## src/rtl/wb_sel_pipe_if.sv

```systemverilog
// Upstream M/W beat presented to the writeback selector.
interface wb_sel_pipe_if #(
  parameter int unsigned DW   = 32,
  parameter int unsigned NSRC = 8,
  parameter int unsigned SELW = 3,
  parameter int unsigned REGW = 5
);
  logic               in_valid;
  logic               in_ready;
  logic [SELW-1:0]    in_sel;
  logic [NSRC*DW-1:0] src_data;
  logic [REGW-1:0]    in_rt;
  logic [REGW-1:0]    in_rd;
  logic [1:0]         in_dst;
  logic [DW-1:0]      in_pc;
  logic [2:0]         in_ld_mode;
  logic [1:0]         in_addr_lo;

  modport master (
    output in_valid, in_sel, src_data, in_rt, in_rd, in_dst, in_pc, in_ld_mode, in_addr_lo,
    input  in_ready
  );

  modport slave (
    input  in_valid, in_sel, src_data, in_rt, in_rd, in_dst, in_pc, in_ld_mode, in_addr_lo,
    output in_ready
  );
endinterface

```

## src/rtl/wb_sel_pipe.sv

```systemverilog
// W-stage writeback selector: source mux, load extraction, link address,
// destination resolution, HI/LO hold while mult/div busy, stall counter.
module wb_sel_pipe #(
  parameter int unsigned DW       = 32,
  parameter int unsigned NSRC     = 8,
  parameter int unsigned SELW     = 3,
  parameter int unsigned REGW     = 5,
  parameter int unsigned DM_IDX   = 1,
  parameter int unsigned LINK_IDX = 3,
  parameter int unsigned HI_IDX   = 4,
  parameter int unsigned LO_IDX   = 5,
  parameter int unsigned LINK_OFS = 8,
  parameter int unsigned CW       = 16
) (
  input  logic            clk,
  input  logic            reset,
  wb_sel_pipe_if.slave    bus,
  input  logic            md_busy,
  input  logic            flush,
  input  logic            stall_clr,
  output logic            out_valid,
  output logic            out_we,
  output logic [REGW-1:0] out_wreg,
  output logic [DW-1:0]   out_wdata,
  output logic [CW-1:0]   stall_cnt
);

  logic            md_hold_c;
  logic            accept_c;
  logic [DW-1:0]   src_sel_c;
  logic [DW-1:0]   dm_word_c;
  logic [7:0]      ld_byte_c;
  logic [15:0]     ld_half_c;
  logic [DW-1:0]   ld_data_c;
  logic [DW-1:0]   wdata_c;
  logic [REGW-1:0] wreg_c;
  logic            we_c;

  // Handshake: HI/LO readers wait for the mult/div unit; flush blocks acceptance.
  always_comb begin
    md_hold_c    = bus.in_valid & md_busy &
                   ((bus.in_sel == SELW'(HI_IDX)) | (bus.in_sel == SELW'(LO_IDX)));
    bus.in_ready = ~md_hold_c & ~flush;
    accept_c     = bus.in_valid & bus.in_ready;
  end

  // Plain source mux; selects beyond NSRC fall through to zero.
  always_comb begin
    src_sel_c = '0;
    for (int unsigned k = 0; k < NSRC; k++) begin
      if (bus.in_sel == SELW'(k)) src_sel_c = bus.src_data[k*DW +: DW];
    end
  end

  // Load extraction from the raw DM word; halves ignore addr bit 0.
  always_comb begin
    dm_word_c = bus.src_data[DM_IDX*DW +: DW];
    ld_byte_c = dm_word_c[{bus.in_addr_lo, 3'b000} +: 8];
    ld_half_c = dm_word_c[{bus.in_addr_lo[1], 4'b0000} +: 16];
    case (bus.in_ld_mode)
      3'd1:    ld_data_c = {{(DW-8){ld_byte_c[7]}}, ld_byte_c};
      3'd2:    ld_data_c = {{(DW-8){1'b0}}, ld_byte_c};
      3'd3:    ld_data_c = {{(DW-16){ld_half_c[15]}}, ld_half_c};
      3'd4:    ld_data_c = {{(DW-16){1'b0}}, ld_half_c};
      default: ld_data_c = dm_word_c;
    endcase
  end

  always_comb begin
    if (bus.in_sel == SELW'(LINK_IDX))    wdata_c = bus.in_pc + DW'(LINK_OFS);
    else if (bus.in_sel == SELW'(DM_IDX)) wdata_c = ld_data_c;
    else                                  wdata_c = src_sel_c;
  end

  // Destination resolution; "no write" still reports the rt field.
  always_comb begin
    case (bus.in_dst)
      2'd1:    wreg_c = bus.in_rd;
      2'd2:    wreg_c = REGW'(31);
      default: wreg_c = bus.in_rt;
    endcase
    we_c = (bus.in_dst != 2'd3) && (wreg_c != '0);
  end

  always_ff @(posedge clk or negedge reset) begin
    if (!reset) begin
      out_valid <= 1'b0;
      out_we    <= 1'b0;
      out_wreg  <= '0;
      out_wdata <= '0;
      stall_cnt <= '0;
    end else begin
      out_valid <= accept_c;
      out_we    <= accept_c & we_c;
      if (accept_c) begin
        out_wreg  <= wreg_c;
        out_wdata <= wdata_c;
      end
      // Clear wins over a same-cycle increment; count saturates.
      if (stall_clr) begin
        stall_cnt <= '0;
      end else if (md_hold_c && !flush && (stall_cnt != {CW{1'b1}})) begin
        stall_cnt <= stall_cnt + CW'(1);
      end
    end
  end

endmodule
```

## src/flat_wrapper.sv

```systemverilog
// flat-port wrapper written by rule: the top's interface ports become plain ports
module wb_sel_pipe_flat 
#(
  parameter int unsigned DW       = 32,
  parameter int unsigned NSRC     = 8,
  parameter int unsigned SELW     = 3,
  parameter int unsigned REGW     = 5,
  parameter int unsigned DM_IDX   = 1,
  parameter int unsigned LINK_IDX = 3,
  parameter int unsigned HI_IDX   = 4,
  parameter int unsigned LO_IDX   = 5,
  parameter int unsigned LINK_OFS = 8,
  parameter int unsigned CW       = 16
)
  (clk, reset, md_busy, flush, stall_clr, out_valid, out_we, out_wreg, out_wdata, stall_cnt, bus_in_valid, bus_in_sel, bus_src_data, bus_in_rt, bus_in_rd, bus_in_dst, bus_in_pc, bus_in_ld_mode, bus_in_addr_lo, bus_in_ready);
  wb_sel_pipe_if #(.DW(DW), .NSRC(NSRC), .SELW(SELW), .REGW(REGW)) bus_i ();
  input  logic clk;
  input  logic reset;
  input  logic md_busy;
  input  logic flush;
  input  logic stall_clr;
  output logic out_valid;
  output logic out_we;
  output logic [REGW-1:0] out_wreg;
  output logic [DW-1:0] out_wdata;
  output logic [CW-1:0] stall_cnt;
  input wire logic [$bits(bus_i.in_valid)-1:0] bus_in_valid;
  input wire logic [$bits(bus_i.in_sel)-1:0] bus_in_sel;
  input wire logic [$bits(bus_i.src_data)-1:0] bus_src_data;
  input wire logic [$bits(bus_i.in_rt)-1:0] bus_in_rt;
  input wire logic [$bits(bus_i.in_rd)-1:0] bus_in_rd;
  input wire logic [$bits(bus_i.in_dst)-1:0] bus_in_dst;
  input wire logic [$bits(bus_i.in_pc)-1:0] bus_in_pc;
  input wire logic [$bits(bus_i.in_ld_mode)-1:0] bus_in_ld_mode;
  input wire logic [$bits(bus_i.in_addr_lo)-1:0] bus_in_addr_lo;
  output wire logic [$bits(bus_i.in_ready)-1:0] bus_in_ready;
  assign bus_i.in_valid = bus_in_valid;
  assign bus_i.in_sel = bus_in_sel;
  assign bus_i.src_data = bus_src_data;
  assign bus_i.in_rt = bus_in_rt;
  assign bus_i.in_rd = bus_in_rd;
  assign bus_i.in_dst = bus_in_dst;
  assign bus_i.in_pc = bus_in_pc;
  assign bus_i.in_ld_mode = bus_in_ld_mode;
  assign bus_i.in_addr_lo = bus_in_addr_lo;
  assign bus_in_ready = bus_i.in_ready;
  wb_sel_pipe #(.DW(DW), .NSRC(NSRC), .SELW(SELW), .REGW(REGW), .DM_IDX(DM_IDX), .LINK_IDX(LINK_IDX), .HI_IDX(HI_IDX), .LO_IDX(LO_IDX), .LINK_OFS(LINK_OFS), .CW(CW)) u_core (.clk(clk), .reset(reset), .bus(bus_i), .md_busy(md_busy), .flush(flush), .stall_clr(stall_clr), .out_valid(out_valid), .out_we(out_we), .out_wreg(out_wreg), .out_wdata(out_wdata), .stall_cnt(stall_cnt));
endmodule
```

## config.mk

```make
export PLATFORM = sky130hd
export DESIGN_NAME = wb_sel_pipe_flat
export DESIGN_NICKNAME = d
export VERILOG_FILES = /design/src/rtl/wb_sel_pipe_if.sv /design/src/rtl/wb_sel_pipe.sv /design/src/flat_wrapper.sv
export SDC_FILE = /design/constraint.sdc
export NUM_CORES = 1
export LEC_CHECK = 0
export ABC_AREA = 1
export BUFFER_PORTS_ARGS = -buffer_cell sky130_fd_sc_hd__buf_2
export CAP_MARGIN = 20
export CORE_AREA = 4 4 142 144
export CTS_CLUSTER_DIAMETER = 50
export DETAILED_ROUTE_END_ITERATION = 10
export DIE_AREA = 0 0 146 148
export PLACE_DENSITY_LB_ADDON = 0.05
export SLEW_MARGIN = 20
export SYNTH_ARGS = -nofsm -noshare
export SYNTH_HDL_FRONTEND = slang
export SYNTH_SLANG_ARGS = --single-unit
```

## constraint.sdc

```tcl
create_clock -name clk -period 2.1 [get_ports clk]
set_input_delay 0.21 -clock clk [delete_from_list [all_inputs] [get_ports clk]]
set_output_delay 0.21 -clock clk [all_outputs]
set_load 0.01 [all_outputs]
```

# --- After elaboration in Yosys (flattened, before gate mapping) ---
# Cells that the tools add are included.
# Widths: inputs -> output; s select.
op_classes:
  addsub: 2
  n_eq_ne: 15
  shifts: 2
  muxes: 12
  bitwise: 8
  n_reduce_logical: 7
ops:
  columns: ["operator", "n"]
  rows:
  - ["$mux 32", 8]
  - ["$pmux 32 s4", 1]
  - ["$add 32x4->32 const B", 1]
  - ["$mux 16", 2]
  - ["$shiftx 32x6->16", 1]
  - ["$shiftx 32x6->8", 1]
  - ["$add 16x1->16 const B", 1]
  - ["$ne 16x16->1 const B", 1]
  - ["$eq 3x3->1 const B", 5]
  - ["$eq 3x2->1 const B", 4]
  - ["$pmux 5 s2", 1]
  - ["$eq 3x1->1 const B", 2]
  - ["$and 1x1->1", 5]
  - ["$reduce_bool 5->1", 1]
  - ["$logic_and 1x1->1", 3]
  - ["$logic_not 3->1", 1]
  - ["$eq 2x1->1 const B", 1]
  - ["$eq 2x2->1 const B", 1]
  - ["$ne 2x2->1 const B", 1]
  - ["$not 1->1", 2]
  - ["$reduce_bool 2->1", 1]
  - ["$logic_not 1->1", 1]
  - ["$or 1x1->1", 1]
totals:
  regBits: 55
  inputBits: 314
  output_inout_bits: 56
  wordCells: 51

# --- Depth between registers and ports, before layout ---
# Gate-level depths: netlist of run 1.
depth:
  word_depth: 9
  ltp_mapped: 12
  ltp_nobuf: 12

# --- Worst setup path after synthesis of run 1 ---
# Ideal clock, no wire load.
synth_timing:
  kind: "reg2reg"
  start: "register u_core.stall_cnt[0]"
  end: "register u_core.stall_cnt[4]"
  setup_ps: 126
  arrival_time_ps: 1548
  t_required_ps: 1974
  path_slack_ps: 425
  stages_incl_launch_ff: 10
  n_path_buf: 1
  period_less_slack_ps: 1675
  path_cell_list: "dfrtp_1 -> ha_1 -> nand3_1 -> nor3_1 -> nand3_1 -> nand2_2 -> nand2_4 -> buf_4 -> nand4_1 -> o21ai_0"
synth_between:
  elab_chain_cells: 3
  word_cells_on_any_way: 6
  classes_between: "add/sub (1); eq/ne (1); mux (2); reduce/logical (2)"
synth_lines:
  columns: ["item", "line", "source"]
  rows:
  - ["start: declaration", "wb_sel_pipe.sv:25", "output logic [CW-1:0] stall_cnt"]
  - ["start signal: assignment", "wb_sel_pipe.sv:103", "stall_cnt <= stall_cnt + CW'(1);"]
  - ["$add 16x1->16 / $ne 16x16->1 (equally long branches)", "wb_sel_pipe.sv:103, wb_sel_pipe.sv:102", null]
  - ["$mux 16 / $logic_and 1x1->1 (equally long branches)", "wb_sel_pipe.sv:102", "end else if (md_hold_c && !flush && (stall_cnt != {CW{1'b1}})) begin"]
  - ["$mux 16 / $reduce_bool 2->1 (equally long branches)", null, null]
# Parallel ways exist; a longest one is shown, timed or not. The select of a mux whose other input is x is not followed.
# A chain may end at the register's enable or synchronous reset.

# --- Worst setup path in the final report of run 1 ---
layout_timing:
  start: "register u_core.stall_cnt[0]"
  end: "register u_core.stall_cnt[7]"
# Same word-level chain as after synthesis.

==> impl_results.md, run 1 <==
* Status: finished, final reports clean
* Htree depth at 2
* Count of different cell masters after synthesis at 36
* WHS Path Cells at 2
* Synth Area in Adders at 0.9488%
* Synth top area share at 24.54%
* Final setup TNS at 0 ns
* Worst path buffer plus inverter count at 0
* Effective utilization at floorplan at 35.25%
* Drt drc at 0
* Ant. Diodes at 0
* Worst EP arrival at 1.98 ns
* Top cells by count, synth: 431 x nand2_1, 169 x nor2_1, 126 x inv_1, 99 x o21ai_0, 98 x nand3_1
* Rows at 50
* Final core utilization at 46.70%
* Drt total wl at 29.43 mm
* Yosys reg bits at 55
* Max Slew Vio Count at 0
* Grt ovf at 0
* Clock Sinks at 55
* Critical Path Sink Type: register
* Multiplexer share of the synthesized area at 0%
* Vias at 8601
* Layout cells sized above 1 at 27.07%
* Complex-gate fraction of the synthesized area at 12.03%
* Total Power at 3.711 mW
* Slowest stage delay, CP at 0.44 ns
* Synth Area per Inst at 5.436 um2
* WL per Instance at 16.62 um
* First-pass GRT wire length at 44.90 mm
* Maximum number of pins on one net before global-route repair at 56
* Synth Area in Simple Gates at 53.02%
* Clk_skew at 0.003422 ns
* Cell taking the most area after synthesis: nand2_1
* FMAX at 563.5 MHz
* # IOs at 370
* Worst path required time at 2.30 ns
* Vias in the first global route at 8087
* Synthesized cell area at 6594 um2
* Fin crit share at 84.51%
* PortBufs at 337
* Pwr dens at 424.8 nW/um2
* Clk pin slew, worst setup/hold paths at 0.08 ns
* CP Depth at 8
* Post-synth EDFFs at 0
* Setup repair bufs after CTS at 0
* Ys async rst share at 100.0%
* Worst slew margin at 57.25%
* Clock Latency Late Sink at 0.31 ns
* Clock tree buffer depth at 2
* Syn Nets at 1532
* Die height at 148 um
* Final setup violation count at 0
* Startpoint types: register
* Critical path's top delay family: simple AND/OR/NAND/NOR gates
* Worst path cell trace: ha_1, nand3_1, nor3_1, nand3_1, nand2_2, nand2_4, a21oi_1, nor2_1
* Max Cap Viol at 0
* P_leak at 4.857 nW
* DP Wirelength at 24.59 mm
* Worst R2R Path Depth at 8
* Final nets at 1855
* VDD IR-drop max at 0.0003587 V
* Initial antenna violation count at 3
* Final ANT Viol Nets at 0
* Worst slew pin tran at 0.6389 ns
* Core box area at 18710 um2
* Most frequent cell after synthesis: nand2_1
* WS Path Type: reg -> reg
* CTS Buf Count at 5
* RSZ-0062 raised after global routing: false
* Chip Width at 146 um
* Number of hold violations in the final report at 0
* Die area at 21610 um2
* Main combinational cell family by area after synthesis: simple AND/OR/NAND/NOR gates
* Yosys Warn Count at 0
* Synth top area cells: nand2_1 25%, dfrtp_1 21%, nor2_1 9.6%, o21ai_0 7.5%, nand3_1 7.4%
* Seq/Total Area, Yosys at 20.87%
* Post-DR vias/cell at 4.857
* Final min period at 1.775 ns
* Most frequent CP cell: nand3_1
* Post-synthesis cell count at 1213
* DR pass1 iterations at 5
* Worst Path Max Fanout at 19
* Syn-to-layout area delta at 32.49%
* GR Util All Layers at 26.17%
* Worst min path class: in -> reg
* Crit path max-delay cell type: dfrtp_1
* Clk root buf: clkbuf_16
* Iter 0 DRT Violations at 651
* CTS tree: built
* RD Place Congestion at 0.9621
* XOR/XNOR Fraction of Synth Area at 1.328%
* Most used DFF post-synth: dfrtp_1
-- registers in the layout, summed over array words and instances, names as in the netlist --
name,cells
u_core.stall_cnt,16
u_core.out_wdata,32
u_core.out_wreg,5
u_core.out_valid,1
u_core.out_we,1
-- layout by cell type (no fill, tap or decap) --
master	Yosys	layout
inv_1	126	126
xor2_1	7	7
buf_12	0	6
nand2_2	2	2
nand2_1	431	431
nand4_1	21	21
o21bai_1	2	2
nand3_2	2	2
a21oi_1	34	34
clkbuf_16	0	5
o21a_1	1	1
inv_8	0	1
nand2_4	2	2
inv_2	2	2
o21ai_1	15	15
inv_4	2	2
or2_0	21	21
nor3_4	4	4
xnor2_1	3	3
nor3_1	10	10
o31ai_1	3	3
or2_1	10	10
o21ai_0	99	99
dfrtp_1	55	55
clkinv_4	0	1
buf_2	20	337
or2_2	26	26
ha_1	5	5
dlygate4sd3_1	0	1
nor2_2	1	1
nor2_4	2	2
clkinvlp_4	0	1
buf_4	4	22
nor2_1	169	169
nand3_1	98	98
nand3b_1	8	8
o211ai_1	1	1
and2_1	1	1
-- power breakdown --
part	switching, mW	internal, mW	leakage (nW)
Clock	0.466	0.455	0.0719
Sequential	0.0730	1.19	0.686
Combinational	0.904	0.624	4.10
Total	1.44	2.27	4.86
-- final cells by class --
cell class	instances	area, um2
multi-input combinational	978	4439
sequential	55	1376
clock buffer	5	125.1
tap	234	292.8
clock inverter	3	27.53
inverter	130	493.0
timing repair buffer	366	1982
fill	2108	9970
-- per-layer routing --
metal	track usage [%]	part of all wire [%]	vias up
met1	35.23	44	3763
met5	0	0.16	-
met4	7.008	2.7	6
li1	-	-	4454
met3	5.702	8.1	39
met2	42.68	45	339
-- per-stage QoR --
step | cell area (um2) | instances | setup WS [ns] | hold WS [ns]
floorplan | 6594 | 1213 | 0.4253 | -0.08559
global placement | 8573 | 1762 | 0.1321 | 0.2375
detailed placement | 8573 | 1762 | 0.1244 | 0.2355
CTS | 8736 | 1771 | 0.3200 | 0.1158
global route | 8736 | 1771 | 0.09950 | 0.1300
finish | 8736 | 1771 | 0.3253 | 0.1262
-- worst paths after layout --
path | to | slack (ns) | from
min in group asynchronous | u_core.stall_cnt[4]$_DFFE_PN0P_ | 0.42 | reset
max in group asynchronous | u_core.out_wdata[10]$_DFFE_PN0P_ | 1.41 | reset
hold / removal | u_core.stall_cnt[0]$_DFFE_PN0P_ | 0.13 | stall_clr
setup reg to reg | u_core.stall_cnt[7]$_DFFE_PN0P_ | 0.33 | u_core.stall_cnt[0]$_DFFE_PN0P_
setup / recovery | u_core.stall_cnt[7]$_DFFE_PN0P_ | 0.33 | u_core.stall_cnt[0]$_DFFE_PN0P_
hold reg to reg | u_core.out_wdata[0]$_DFFE_PN0P_ | 0.48 | u_core.out_wdata[0]$_DFFE_PN0P_
-- timing repair --
item	4_1_cts	5_1_grt
hold buffers	1	0
resized for setup	0	0
hold endpoints to repair	55	0
-- kinds of logic (layout without fill, tap and decap cells) --
group / after synthesis / after routing
AOI/OAI and AO/OA: 155 / 155
xor gates and xnor gates: 10 / 10
adders and majority gates: 5 / 5
buffers and inverters: 180 / 504
DFF: 55 / 55
and+or+nand+nor: 808 / 808
No activity file was read; power rests on OpenSTA's default activity.
==> inputs of run 2 (changes only) <==
- clock period: 2.1 -> 1.7 ns (I/O delays scaled with it)
==> run 2 against run 1 <==
Clock power is 36% higher. Non-clock buffer count increased by 39. Worst hold slack lost 0.025 ns. Critical path depth unchanged. Critical endpoint is now u_core.stall_cnt[12]$_DFFE_PN0P_. Largest power group unchanged. Highest routed layer unchanged.
==> impl_results.md, run 2 (synthesis results as in run 1) <==
* Setup ws final at 0.1141 ns (-0.2112 ns)
* Clk root buf: clkbuf_16
* DR pass1 iterations at 5 (unchanged)
* Pwr dens at 520.8 nW/um2 (+23%)
* CTS tree: built
* Filler instances at 2064 (-2.1%)
* Drt total wl at 29.31 mm (-0.40%)
* Critical Path Sink Type: register
* Worst min path class: in -> reg
* Commonest non-fill, non-tap cell in the layout: nand2_1
* Clock Sinks at 55 (unchanged)
* RD Place Congestion at 0.9206 (-4.3%)
* Drt drc at 0 (unchanged)
* Layout cells sized above 1 at 29.23% (+2.2 points)
* Initial antenna violation count at 2 (-1)
* Worst slew margin at 69.30% (+12 points)
* Total Power at 4.777 mW (+29%)
* Core box area at 18710 um2 (unchanged)
* Vias in the first global route at 8143 (+0.69%)
* # IOs at 370 (unchanged)
* Crit path max-delay cell type: dfrtp_1
* Final min period at 1.586 ns (-0.1888 ns)
* Chip Width at 146 um (unchanged)
* Final core utilization at 49.03% (+2.3 points)
* Worst slew pin tran at 0.4557 ns (-0.1831 ns)
* Maximum number of pins on one net before global-route repair at 56 (unchanged)
* PortBufs at 337 (unchanged)
* Final setup TNS at 0 ns (unchanged)
* Clk pin slew, worst setup/hold paths at 0.08 ns (about the same)
* Critical path's top delay family: simple AND/OR/NAND/NOR gates
* Die area at 21610 um2 (unchanged)
* Worst Path Max Fanout at 6 (-13)
* Max Slew Vio Count at 0 (unchanged)
* Final setup violation count at 0 (unchanged)
* Clk_skew at 0.009991 ns (+0.006570 ns)
* Htree depth at 2 (unchanged)
* Slowest stage delay, CP at 0.40 ns (-0.04 ns)
* Startpoint types: register
* Dpl ws at 0.009177 ns (-0.1152 ns)
* WL per Instance at 16.18 um (-2.6%)
* Worst EP arrival at 1.78 ns (-0.20 ns)
* Clock tree buffer depth at 2 (unchanged)
* P_leak at 5.102 nW (+5.0%)
* Largest register by flop count: u_core.out_wdata
* Effective utilization at floorplan at 35.25% (unchanged)
* Rows at 50 (unchanged)
* Final ANT Viol Nets at 0 (unchanged)
* VDD IR-drop max at 0.0003988 V (+11%)
* Worst path required time at 1.90 ns (-0.40 ns)
* Status: finished, final reports clean
* Worst path buffer plus inverter count at 1 (+1)
* CTS Buf Count at 5 (unchanged)
* Iter 0 DRT Violations at 616 (-5.4%)
* WS Path Type: reg -> reg
* First-pass GRT wire length at 44.27 mm (-1.4%)
* Ant. Diodes at 0 (unchanged)
* Number of hold violations in the final report at 0 (unchanged)
* FMAX at 630.5 MHz (+12%)
* Final nets at 1895 (+2.2%)
* Vias at 8712 (+1.3%)
* Die height at 148 um (unchanged)
* Regs by FF count: u_core.out_wdata (32), u_core.stall_cnt (16), u_core.out_wreg (5)
* Clock Latency Late Sink at 0.30 ns (about the same)
* Grt ovf at 0 (unchanged)
* DP Wirelength at 24.85 mm (+1.1%)
* GR Util All Layers at 25.78% (-0.39 points)
* Commonest non-fill, non-tap cells in the layout: 431 x nand2_1, 337 x buf_2, 169 x nor2_1
* RSZ-0062 raised after global routing: true
* Hold WS at 0.1015 ns (-0.02464 ns)
* Post-DR vias/cell at 4.811 (-0.95%)
* Largest register FFs at 32 (unchanged)
* Worst path cell trace: ha_4, nand3_4, nor3_4, nand3_2, nand2_4, buf_6, nor3_1, o21a_1
* Fin crit share at 93.29% (+8.8 points)
* Max Cap Viol at 0 (unchanged)
* Syn-to-layout area delta at 39.09%
## run 2: routing by layer
metal | wire length, um | GRT usage [%] | up-vias
met3 | 2310 | 5.549 | 30
met5 | 32 | 0 | -
li1 | - | - | 4539
met2 | 13380 | 42.50 | 342
met4 | 635 | 5.503 | 4
met1 | 12950 | 34.96 | 3797
## run 2: timing repair
action / 4_1_cts / 5_1_grt
buffers inserted: 0 / 4
setup endpoints to repair: 0 / 14
endpoints found under the hold margin: 55 / 0
resized for setup: 0 / 11
hold buffers: 1 / 0
## run 2: area by class of cell
cell class                 instances  area, um2  share of cell area [%]
multi-input combinational        979       4509                   49.17
timing repair buffer             405       2328                   25.39
sequential                        55       1376                   15.01
inverter                         130      493.0                   5.375
tap                              234      292.8                   3.192
clock buffer                       5      125.1                   1.364
clock inverter                     3      46.29                  0.5048
## run 2: stage by stage
stage	instances	instance area (um2)
after floorplan	1213	6594
after global placement	1797	8886
after detailed placement	1797	8886
after CTS	1806	9067
after global routing	1811	9171
final	1811	9171
## run 2: path summary, 6_finish.rpt
check                                                  from                               end  slack, ns  depth (start not counted)
max                         u_core.stall_cnt[1]$_DFFE_PN0P_  u_core.stall_cnt[12]$_DFFE_PN0P_       0.11                          8
min                                               stall_clr   u_core.stall_cnt[0]$_DFFE_PN0P_       0.10                          2
max reg2reg                 u_core.stall_cnt[1]$_DFFE_PN0P_  u_core.stall_cnt[12]$_DFFE_PN0P_       0.11                          8
min reg2reg                u_core.out_wdata[28]$_DFFE_PN0P_  u_core.out_wdata[28]$_DFFE_PN0P_       0.48                          2
max in group asynchronous                             reset    u_core.out_wreg[0]$_DFFE_PN0P_       1.04                          3
min in group asynchronous                             reset   u_core.stall_cnt[4]$_DFFE_PN0P_       0.39                          3
## run 2: report_power, final
part           switching (mW)  internal (mW)  total [mW]
Sequential             0.0949           1.47        1.56
Clock                   0.551          0.704        1.25
Combinational            1.13          0.827        1.96
